`config.mk`:
```
export PLATFORM = sky130hd
export DESIGN_NAME = seq_pattern_tx
export DESIGN_NICKNAME = d
export VERILOG_FILES = /design/src/rtl/seq_pattern_tx.sv
export SDC_FILE = /design/constraint.sdc
export NUM_CORES = 1
export LEC_CHECK = 0
export BUFFER_PORTS_ARGS = -buffer_cell sky130_fd_sc_hd__buf_2
export CAP_MARGIN = 40
export CORE_MARGIN = 5
export CORE_UTILIZATION = 50
export CTS_CLUSTER_SIZE = 25
export DETAILED_ROUTE_END_ITERATION = 7
export PLACE_DENSITY_LB_ADDON = 0.12
export REMOVE_ABC_BUFFERS = 1
export SYNTH_ARGS = -nofsm -noshare
export SYNTH_HDL_FRONTEND = slang
export SYNTH_SLANG_ARGS = --single-unit
```
`constraint.sdc`:
```
create_clock -name clk -period 2.7 [get_ports clk]
set_clock_uncertainty 0.1 [all_clocks]
set_input_delay 0.675 -clock clk [delete_from_list [all_inputs] [get_ports clk]]
set_output_delay 0.675 -clock clk [all_outputs]
set_load 0.005 [all_outputs]
```
`src/rtl/seq_pattern_tx.sv`:
```
// ---------------------------------------------------------------------------
// seq_pattern_tx
//
// Serial pattern transmitter. A WIDTH-bit pattern is loaded through a
// valid/ready handshake and shifted out one bit per clock, MSB-first or
// LSB-first, repeated a programmable number of times. The stream feeds the
// x input of the overlapping sequence detectors.
//
// Handshake: a load is accepted on a rising edge where load_valid and
// load_ready are both high. load_ready is high exactly when the FSM is idle;
// load_valid while busy is ignored, and the producer may drop or change
// load_valid at any time without consequence.
//
// Configuration macro:
//   SEQ_PATTERN_TX_GAP_EN  when defined, one x_valid=0 cycle (GAP state) is
//                          inserted between consecutive copies. When not
//                          defined, copies are strictly back-to-back.
//
// Parameters:
//   WIDTH       pattern length in bits (>= 2)
//   CNT_W       width of the repeat count
//
// Ports:
//   clk         rising-edge clock
//   rst         asynchronous active-low reset
//   load_valid  load request
//   load_ready  high when a load can be accepted (FSM in IDLE)
//   pattern     bits to send, captured on accept
//   lsb_first   0: pattern[WIDTH-1] first, 1: pattern[0] first
//   repeat_cnt  number of copies (0 treated as 1), captured on accept
//   abort       synchronous cancel while busy
//   x           serial data bit (registered, 0 when x_valid=0)
//   x_valid     x carries a pattern bit this cycle
//   busy        high in SEND or GAP
//   done        one-cycle pulse after the last bit of the last copy
//   dbg_state   current FSM state (0 IDLE, 1 SEND, 2 GAP)
// ---------------------------------------------------------------------------
module seq_pattern_tx #(
    parameter int WIDTH = 4,
    parameter int CNT_W = 8
) (
    input  logic             clk,
    input  logic             rst,
    input  logic             load_valid,
    output logic             load_ready,
    input  logic [WIDTH-1:0] pattern,
    input  logic             lsb_first,
    input  logic [CNT_W-1:0] repeat_cnt,
    input  logic             abort,
    output logic             x,
    output logic             x_valid,
    output logic             busy,
    output logic             done,
    output logic [1:0]       dbg_state
);

    localparam int IDX_W = (WIDTH > 2) ? $clog2(WIDTH) : 1;
    localparam logic [IDX_W-1:0] LAST_IDX = IDX_W'(WIDTH - 1);

    localparam logic [1:0] ST_IDLE = 2'd0;
    localparam logic [1:0] ST_SEND = 2'd1;
`ifdef SEQ_PATTERN_TX_GAP_EN
    localparam logic [1:0] ST_GAP  = 2'd2;
`endif

    // Registered state and captured transfer parameters
    logic [1:0]       r_state;
    logic [WIDTH-1:0] r_pattern;
    logic             r_lsb_first;
    logic [CNT_W-1:0] r_target;
    logic [CNT_W-1:0] r_copy;
    logic [IDX_W-1:0] r_bit_idx;
    logic             r_x;
    logic             r_x_valid;
    logic             r_busy;
    logic             r_done;

    // Combinational next values
    logic [1:0]       w_state_nxt;
    logic             w_accept;
    logic             w_last_bit;
    logic             w_last_copy;
    logic [IDX_W-1:0] w_bit_idx_nxt;
    logic [CNT_W-1:0] w_copy_nxt;
    logic [CNT_W-1:0] w_target_in;
    logic [WIDTH-1:0] w_sel_pattern;
    logic             w_sel_lsb;
    logic [IDX_W-1:0] w_rev_idx;
    logic             w_x_nxt;
    logic             w_x_valid_nxt;
    logic             w_busy_nxt;
    logic             w_done_nxt;

    assign w_accept    = load_valid && (r_state == ST_IDLE);
    assign w_last_bit  = (r_bit_idx == LAST_IDX);
    assign w_last_copy = (r_copy == (r_target - 1'b1));
    assign w_target_in = (repeat_cnt == '0) ? CNT_W'(1) : repeat_cnt;

    // -----------------------------------------------------------------------
    // State register
    // -----------------------------------------------------------------------
    always_ff @(posedge clk or negedge rst) begin
        if (!rst) begin
            r_state <= ST_IDLE;
        end else begin
            r_state <= w_state_nxt;
        end
    end

    // -----------------------------------------------------------------------
    // Next-state logic (abort wins over bit advance)
    // -----------------------------------------------------------------------
    always_comb begin
        w_state_nxt = r_state;
        case (r_state)
            ST_IDLE: begin
                if (load_valid) begin
                    w_state_nxt = ST_SEND;
                end
            end
            ST_SEND: begin
                if (abort) begin
                    w_state_nxt = ST_IDLE;
                end else if (w_last_bit) begin
                    if (w_last_copy) begin
                        w_state_nxt = ST_IDLE;
                    end else begin
`ifdef SEQ_PATTERN_TX_GAP_EN
                        w_state_nxt = ST_GAP;
`else
                        w_state_nxt = ST_SEND;
`endif
                    end
                end
            end
`ifdef SEQ_PATTERN_TX_GAP_EN
            ST_GAP: begin
                w_state_nxt = abort ? ST_IDLE : ST_SEND;
            end
`endif
            default: begin
                w_state_nxt = ST_IDLE;
            end
        endcase
    end

    // -----------------------------------------------------------------------
    // Bit index and copy counter next values. The copy count only advances
    // while copies remain, so it never exceeds target-1 and cannot wrap.
    // -----------------------------------------------------------------------
    always_comb begin
        w_bit_idx_nxt = r_bit_idx;
        w_copy_nxt    = r_copy;
        if (w_accept) begin
            w_bit_idx_nxt = '0;
            w_copy_nxt    = '0;
        end else if ((r_state == ST_SEND) && !abort) begin
            if (w_last_bit) begin
                w_bit_idx_nxt = '0;
                if (!w_last_copy) begin
                    w_copy_nxt = r_copy + 1'b1;
                end
            end else begin
                w_bit_idx_nxt = r_bit_idx + 1'b1;
            end
        end
    end

    // -----------------------------------------------------------------------
    // Output logic: next values of the registered outputs. On accept the
    // pattern registers are loading in the same edge, so the first bit is
    // taken straight from the inputs.
    // -----------------------------------------------------------------------
    always_comb begin
        w_sel_pattern = w_accept ? pattern : r_pattern;
        w_sel_lsb     = w_accept ? lsb_first : r_lsb_first;
        w_rev_idx     = LAST_IDX - w_bit_idx_nxt;
        w_x_valid_nxt = (w_state_nxt == ST_SEND);
        w_busy_nxt    = (w_state_nxt != ST_IDLE);
        w_x_nxt       = 1'b0;
        if (w_x_valid_nxt) begin
            w_x_nxt = w_sel_lsb ? w_sel_pattern[w_bit_idx_nxt]
                                : w_sel_pattern[w_rev_idx];
        end
        w_done_nxt    = (r_state == ST_SEND) && !abort && w_last_bit && w_last_copy;
    end

    // -----------------------------------------------------------------------
    // Datapath and output registers
    // -----------------------------------------------------------------------
    always_ff @(posedge clk or negedge rst) begin
        if (!rst) begin
            r_pattern   <= '0;
            r_lsb_first <= 1'b0;
            r_target    <= CNT_W'(1);
            r_copy      <= '0;
            r_bit_idx   <= '0;
            r_x         <= 1'b0;
            r_x_valid   <= 1'b0;
            r_busy      <= 1'b0;
            r_done      <= 1'b0;
        end else begin
            if (w_accept) begin
                r_pattern   <= pattern;
                r_lsb_first <= lsb_first;
                r_target    <= w_target_in;
            end
            r_copy    <= w_copy_nxt;
            r_bit_idx <= w_bit_idx_nxt;
            r_x       <= w_x_nxt;
            r_x_valid <= w_x_valid_nxt;
            r_busy    <= w_busy_nxt;
            r_done    <= w_done_nxt;
        end
    end

    assign load_ready = (r_state == ST_IDLE);
    assign x          = r_x;
    assign x_valid    = r_x_valid;
    assign busy       = r_busy;
    assign done       = r_done;
    assign dbg_state  = r_state;

endmodule

```
; Word level (Yosys, flattened, before mapping)
; Cells that the tools add are included.
[word_totals]
regBits = 29
elab_cells = 53
out_inout_bits = 7
in_bits = 17
[op_classes]
eq_ne = 5
mux = 21
addsub = 4
magnitude_cmp = 2
reduce_logical = 11
[op_table]
columns = op, n
row1 = $mux 8, 5
row2 = $mux 2, 6
row3 = $add 8x1->8 const B, 1
row4 = $eq 8x8->1, 1
row5 = $logic_not 8->1, 1
row6 = $sub 8x1->8 const B, 1
row7 = $lt 2x3->1 const B, 2
row8 = $mux 1, 6
row9 = $reduce_bool 2->1, 3
row10 = $bmux 1 s2, 2
row11 = $eq 2x1->1 const B, 2
row12 = $logic_and 1x1->1, 4
row13 = $mux 4, 1
row14 = $pmux 2 s2, 1
row15 = $reduce_and 3->1, 1
row16 = $add 2x1->2 const B, 1
row17 = $eq 2x2->1 const B, 1
row18 = $logic_not 2->1, 1
row19 = $ne 2x2->1 const B, 1
row20 = $sub 2x2->2 const A, 1
row21 = $logic_not 1->1, 1

; Logic depth before layout (Yosys ltp)
; Gate-level depths: netlist of run 1.
[logic_depth]
word_depth = 9
mapped_depth = 8
depth_no_buf = 8

; Worst setup path before layout of run 1
; Ideal clock, no wire load.
[synth_path]
path_type = flip-flop to flip-flop
start = register r_target[0]
end = register r_x, in the netlist x
setup_ns = 0.126
synth_period_minus_slack_ns = 2.378
required_ns = 2.474
n_path_buf = 0
slack_ns = 0.322
path_stages_with_launch = 9
arrival_ns = 2.152
path_cell_list = dfstp_2 -> inv_1 -> ha_1 -> xnor2_1 -> xnor2_1 -> or4_1 -> a21o_1 -> o31a_1 -> o311a_1
[synth_via]
elab_chain_len = 8
[synth_lines]
columns = item, line
row1 = "start, declared", 70  ; logic [CNT_W-1:0] r_target;
row2 = "start signal, assigned", 206  ; r_target <= w_target_in;
row3 = $sub 8x1->8, 96  ; assign w_last_copy = (r_copy == (r_target - 1'b1));
row4 = $eq 8x8->1, 96
row5 = $mux 1, 125  ; if (w_last_copy) begin
row6 = $mux 2, 124  ; end else if (w_last_bit) begin
row7 = $mux 2, 122  ; if (abort) begin
row8 = $pmux 2 s2, 115  ; case (r_state)
row9 = named net w_state_nxt[0], 79  ; logic [1:0] w_state_nxt;
row10 = $eq 2x1->1, 178  ; w_x_valid_nxt = (w_state_nxt == ST_SEND);
row11 = $mux 1, 181  ; if (w_x_valid_nxt) begin
row12 = named net w_x_nxt, 89  ; logic w_x_nxt;
row13 = "end signal, assigned", 210  ; r_x <= w_x_nxt;
row14 = "end, declared", 73  ; logic r_x;
; The timed path passes the listed nets, and every way through them passes these cells.
; A chain may end at the register's enable or synchronous reset.

; Final worst setup path of run 1
; Same ends and word-level chain as after synthesis.

==> metrics, run 1 <==
Final Routed Wirelength=3580 um; average wire per cell in the routed design=14.0 um; nature of the critical path startpoint=register; time the final worst path needs with I/O delays and setup=2520 ps; Crit path required time=2820 ps; class of the most critical setup path=register to register; fmax=397 MHz; share of total power in combinational logic=22.7%; count of flip-flops with a built-in enable after synthesis=0; most used cell along the critical path=xnor2_1; most area-consuming cells after synthesis=dfrtp_1 42%, nand2_1 10%, mux2i_1 6.1%; CTS max path bufs=2; combined area of all synthesized cells=0.00165 mm^2; area added between synthesis and finish=14.7%; Multi-input gate area=887 um^2; Yosys reg bits=29; summed negative setup slack over all endpoints=0 ps; maximum fanout along the worst path=6; leading cell types by count after synthesis=45 x nand2_1, 28 x dfrtp_1, 10 x mux2i_1, 10 x nand3_1, 8 x a21oi_1; TritonCTS clock tree=built; result of the run=complete, no violations; # port buffers=23; number of diodes=0; count of routing violations after the opening detailed-route iteration=109; Warnings, synthesis=0; worst-path cell with the longest stage delay=dfstp_2; net switching fraction of the power=30.5%; first-pass iteration count of the detailed router=4; ys async rst share=100%; wire length of the first global-routing pass=6270 um; final number of hold-violating endpoints=0; detailed placement HPWL=2720 um; static leakage=0.880 nW; full die area=0.00455 mm^2; gr ovfl total=0; worst slew margin relative to its limit=57.5%; Post-synth top flop=dfrtp_1; Design Power=0.00102 W; PostCTS Resize Cnt=0; Max H-tree Level=2; share of layout cells above drive strength 1=20.8%; nets@finish=232; Reg area=727 um^2; number of global-route vias before repair=1387; Cells after Synth=182; # fillers=292; CP cell instances=inv_1 -> ha_1 -> xnor2_1 -> xnor2_1 -> or4_1 -> a21o_1 -> o31a_1 -> o311a_1; internal power of the cells=0.000707 W; final setup violation count=0; post-route non-filler standard cell count=256; mean post-synth cell area=9.06 um^2; area share of the largest cell type after synthesis=42.5%; clock latency on the worst-skew pair=330 ps; most common cell in the synthesized netlist=nand2_1; transition time at the pin with the least slew margin=638 ps; Inserted Clock Buffers=5; unrepaired setup endpoints after global routing=no; effective utilization at floorplan=53.1%; vias per std cell=5.61; std cell rows=20; num ports=24; post-placement setup slack=187 ps; CTS Root Buffer Type=clkbuf_4; number of DRC violations after detailed routing=0; sequential power share=51.5%; total placed cells including tap cells=249; Post-CTS Setup Inserts=0; switching power of the nets=0.000310 W; library cells used by synthesis=46; pin count of the biggest net entering global routing=30; power share of the clock group=25.9%; power density cells=537 mW/mm^2; final non-filler cell area=0.00189 mm^2; overall die height=67.4 um; type of the tightest min-delay check=input pin to asynchronous set/reset pin; Clock Pin Slew Worst Setup and Hold Paths=90 ps; data arrival time at the worst-slack endpoint=2640 ps; global routing usage summed across all routing layers=18.5%; MaxCap Viol Count=0; largest voltage drop on the vdd net=0.419 mV; Slew Limit Fails=0; standard cell area after detailed placement=0.00184 mm^2; number of antenna violations at the first check in global routing=0; number of nets still failing antenna checks after routing=0; final period utilization=93.3%; endpoint type of the worst setup path=register; sequential-to-total area share from yosys stat=44.1%; delay contributed by the slowest stage of the critical path=570 ps; setup ws final=181 ps; clk sink count=29; post-synthesis cell type with the largest combined area=dfrtp_1; routability-driven placement congestion ratio=0.808; number of vias in the routed layout=1437; width of the die=67.4 um; hold buffers post-CTS=0; CORE AREA=0.00310 mm^2
-- power groups by stage --
stage          Sequential (W)  Combinational [W]  Clock (W)
4_1_cts              0.000523           0.000233   0.000272
6_report             0.000523           0.000230   0.000263
5_1_grt              0.000531           0.000264   0.000299
3_5_place_dp         0.000532           0.000232          0
2_1_floorplan        0.000522           0.000162          0
3_3_place_gp         0.000528           0.000222          0
-- cell type report --
type,count,share of cell area (%)
Multi-Input combinational cell,144,46.9
Clock buffer,7,2.91
Timing Repair Buffer,28,8.07
Tap cell,44,2.91
Sequential cell,29,38.4
Inverter,4,0.794
-- sequential cells by signal, indices dropped and copies added, names as in the netlist --
| register | flops |
|---|---|
| r_copy | 8 |
| r_pattern | 4 |
| dbg_state | 2 |
| x_valid | 1 |
| done | 1 |
| x | 1 |
| r_lsb_first | 1 |
| r_bit_idx | 2 |
| busy | 1 |
| r_target | 8 |
-- metrics by stage --
| step | hold slack [ps] | util [%] |
|---|---|---|
| floorplan | 279 | - |
| global placement | 387 | 59.2 |
| detailed placement | 390 | 59.2 |
| CTS | 287 | 61.0 |
| global route | 297 | 61.0 |
| finish | 258 | 61.0 |
-- kinds of logic (layout without fill, tap and decap cells) --
logic type	Yosys count	in the layout	synth area share, %
AO/OA/AOI/OAI	32	32	13.7
XOR/XNOR	8	8	4.25
adder cells (fa/ha/maj)	3	3	2.28
buffers and inverters	9	39	2.12
flip-flops	29	29	44.1
multiplexers	10	10	6.07
other	1	1	0.227
AND/OR/NAND/NOR	90	90	27.2
-- cell usage in the layout (no fill, tap or decap), drive strengths merged, types with 2 or more instances in the layout --
master	instances
and3	2
o21ai	8
xnor2	6
or3	3
nand2	45
nand2b	4
dfrtp	28
xor2	2
clkbuf	7
buf	28
a21oi	8
nand3	11
a22oi	2
o31a	3
nand3b	2
nor3	2
or4	3
ha	3
inv	4
nor2	6
and2	3
nor3b	2
o211ai	3
mux2i	10
a21o	2
-- critical path: cells and delay by family, from the launching register on --
family                   cells  cell delay [ps]
AO/OA/AOI/OAI                3              690
flip-flops                   1              570
AND/OR/NAND/NOR              1              510
XOR/XNOR                     2              270
adder cells (fa/ha/maj)      1              220
buffers and inverters        1               70
-- routing by layer --
metal	track usage [%]	part of all wire (%)	vias up
met2	29.7	49	48
met4	7.09	1.3	0
met1	23.2	43	680
li1	-	-	705
met5	0	0	-
met3	5.82	6.7	4
-- final timing paths --
kind                              from          end  slack (ps)  depth (start not counted)
max                        r_target[0]            x         180                          8
min                                rst         done         260                          1
max reg2reg                r_target[0]            x         180                          8
min reg2reg                r_target[7]  r_target[7]         400                          2
max in group asynchronous          rst  r_target[3]        1820                          1
min in group clk           r_target[7]  r_target[7]         400                          2
(Power assumes the default switching activity.)
==> inputs of run 2 (changes only) <==
Settings changed: CORE_ASPECT_RATIO from default to 0.7.
==> run 2 against run 1 <==
Against the previous run:
- first-iteration DRC count is 2.8% higher
- core utilization is 1.0 points lower
- die area is 0.40% higher
- fmax is 1.2% lower
- sequential share of layout area is 0.18 points lower
- wire length is 4.6% higher
- combinational power is 3% higher
- cell count is 3.1% lower
- register-to-register slack worse by 30 ps
- critical path type unchanged
- largest cell class unchanged
- highest routed layer unchanged
==> metrics, run 2 (synthesized netlist as in run 1, its figures left out) <==
average wire per cell in the routed design=15.1 um (+8.0%); RR Startpoint=r_target[0]; most frequent standard cell in the layout excluding fill and tap cells=nand2_1; Reg area=727 um^2 (unchanged); hold buffers post-CTS=0 (unchanged); nature of the critical path startpoint=register; clk sink count=29 (unchanged); global routing usage summed across all routing layers=18.2% (-0.33 points); Slew Limit Fails=0 (unchanged); wire length of the first global-routing pass=6380 um (+1.9%); result of the run=complete, no violations; gr ovfl total=0 (unchanged); time the final worst path needs with I/O delays and setup=2550 ps (+31.1 ps); width of the die=78.6 um (+17%); largest voltage drop on the vdd net=0.370 mV (-12%); TritonCTS clock tree=built; number of DRC violations after detailed routing=0 (unchanged); full die area=0.00457 mm^2 (+0.40%); detailed placement HPWL=2780 um (+2.2%); number of nets still failing antenna checks after routing=0 (unchanged); MaxCap Viol Count=0 (unchanged); largest registers=r_copy x8, r_target x8, r_pattern x4; CTS max path bufs=2 (unchanged); final setup violation count=0 (unchanged); effective utilization at floorplan=52.0% (-1.1 points); number of global-route vias before repair=1375 (-0.87%); nets@finish=230 (-0.86%); clock latency on the worst-skew pair=280 ps (-50 ps); first-pass iteration count of the detailed router=4 (unchanged); most frequent cells in the layout=45 x nand2_1, 28 x dfrtp_1, 23 x buf_2; num ports=24 (unchanged); final period utilization=94.5% (+1.2 points); class of the most critical setup path=register to register; Design Power=0.00113 W (+11%); Crit path required time=2750 ps (-70 ps); overall die height=58.1 um (-14%); count of routing violations after the opening detailed-route iteration=112 (+2.8%); Final Routed Wirelength=3750 um (+4.6%); vias per std cell=5.85 (+4.2%); routability-driven placement congestion ratio=0.890 (+10%); Inserted Clock Buffers=5 (unchanged); type of the tightest min-delay check=input pin to asynchronous set/reset pin; CTS Root Buffer Type=clkbuf_8; CORE AREA=0.00317 mm^2 (+2.1%); PostCTS Resize Cnt=0 (unchanged); maximum fanout along the worst path=8 (+2); fmax=392 MHz (-1.2%); summed negative setup slack over all endpoints=0 ps (unchanged); area added between synthesis and finish=15.3%; worst slew margin relative to its limit=55.9% (-1.6 points); Post-CTS Setup Inserts=0 (unchanged); worst setup path startpoint=r_target[0]; # port buffers=23 (unchanged); Max H-tree Level=2 (unchanged); final number of hold-violating endpoints=0 (unchanged); data arrival time at the worst-slack endpoint=2600 ps (-40 ps); Multi-input gate area=887 um^2 (unchanged); number of antenna violations at the first check in global routing=0 (unchanged); Clock Pin Slew Worst Setup and Hold Paths=70 ps (-20 ps); # fillers=282 (-3.4%); endpoint type of the worst setup path=register; post-route non-filler standard cell count=248 (-3.1%); post-route core utilization=60.0% (-1.0 points); number of vias in the routed layout=1450 (+0.90%); std cell rows=17 (-15%); unrepaired setup endpoints after global routing=no; number of diodes=0 (unchanged); share of layout cells above drive strength 1=20.0% (-0.75 points); transition time at the pin with the least slew margin=662 ps (+23.3 ps); static leakage=0.883 nW (+0.35%); total placed cells including tap cells=241 (-3.2%); power density cells=593 mW/mm^2 (+10%); pin count of the biggest net entering global routing=30 (unchanged)
-- run 2: cell count changes in the layout (fill, tap and decap cells not counted) --
cell,previous run,this run
clkbuf_4,5,0
buf_4,5,3
clkbuf_8,1,6
-- run 2: area by class of cell --
type                            count  area share (%)
Inverter                            4           0.790
Sequential cell                    29            38.2
Timing Repair Buffer               26            7.24
Multi-Input combinational cell    144            46.7
Tap cell                           38            2.50
Clock buffer                        7            4.54
-- run 2: metrics by stage --
| stage | hold slack (ps) | setup WS (ps) | instance area (um^2) |
|---|---|---|---|
| 6_report | 328 | 150 | 1900 |
| 5_1_grt | 375 | 47.7 | 1900 |
| 4_1_cts | 345 | 159 | 1900 |
| 3_5_place_dp | 393 | 177 | 1810 |
| 3_3_place_gp | 387 | 259 | 1810 |
| 2_1_floorplan | 279 | 322 | 1630 |
-- run 2: routing by layer --
metal	vias up	wire length [um]	GRT usage, %
met4	0	28	6.48
met1	715	1780	24.0
met2	34	1730	28.5
met5	-	0	0
met3	2	207	5.43
li1	699	-	-
-- run 2: final timing paths --
kind | to | slack (ps) | depth (start not counted)
min in group clk | r_pattern[1] | 400 | 2
setup reg to reg | r_copy[4] | 150 | 8
setup / recovery | r_copy[4] | 150 | 8
hold / removal | r_pattern[1] | 330 | 1
hold reg to reg | r_pattern[1] | 400 | 2
max in group asynchronous | dbg_state[1] | 1740 | 1
-- run 2: power by group --
part	switching (W)	total, W	internal, W
clock	0.000161	0.000363	0.000202
combinational	0.000134	0.000238	0.000104
sequential	0.0000458	0.000526	0.000480
-- run 2: critical path, stage by stage (launching register included) --
cell and delay [ps]:
dfstp_2 560, inv_1 60, ha_1 220, xnor2_1 140, xnor2_1 130, or4_1 520
a22oi_2 390, a21oi_1 150, mux2i_1 150
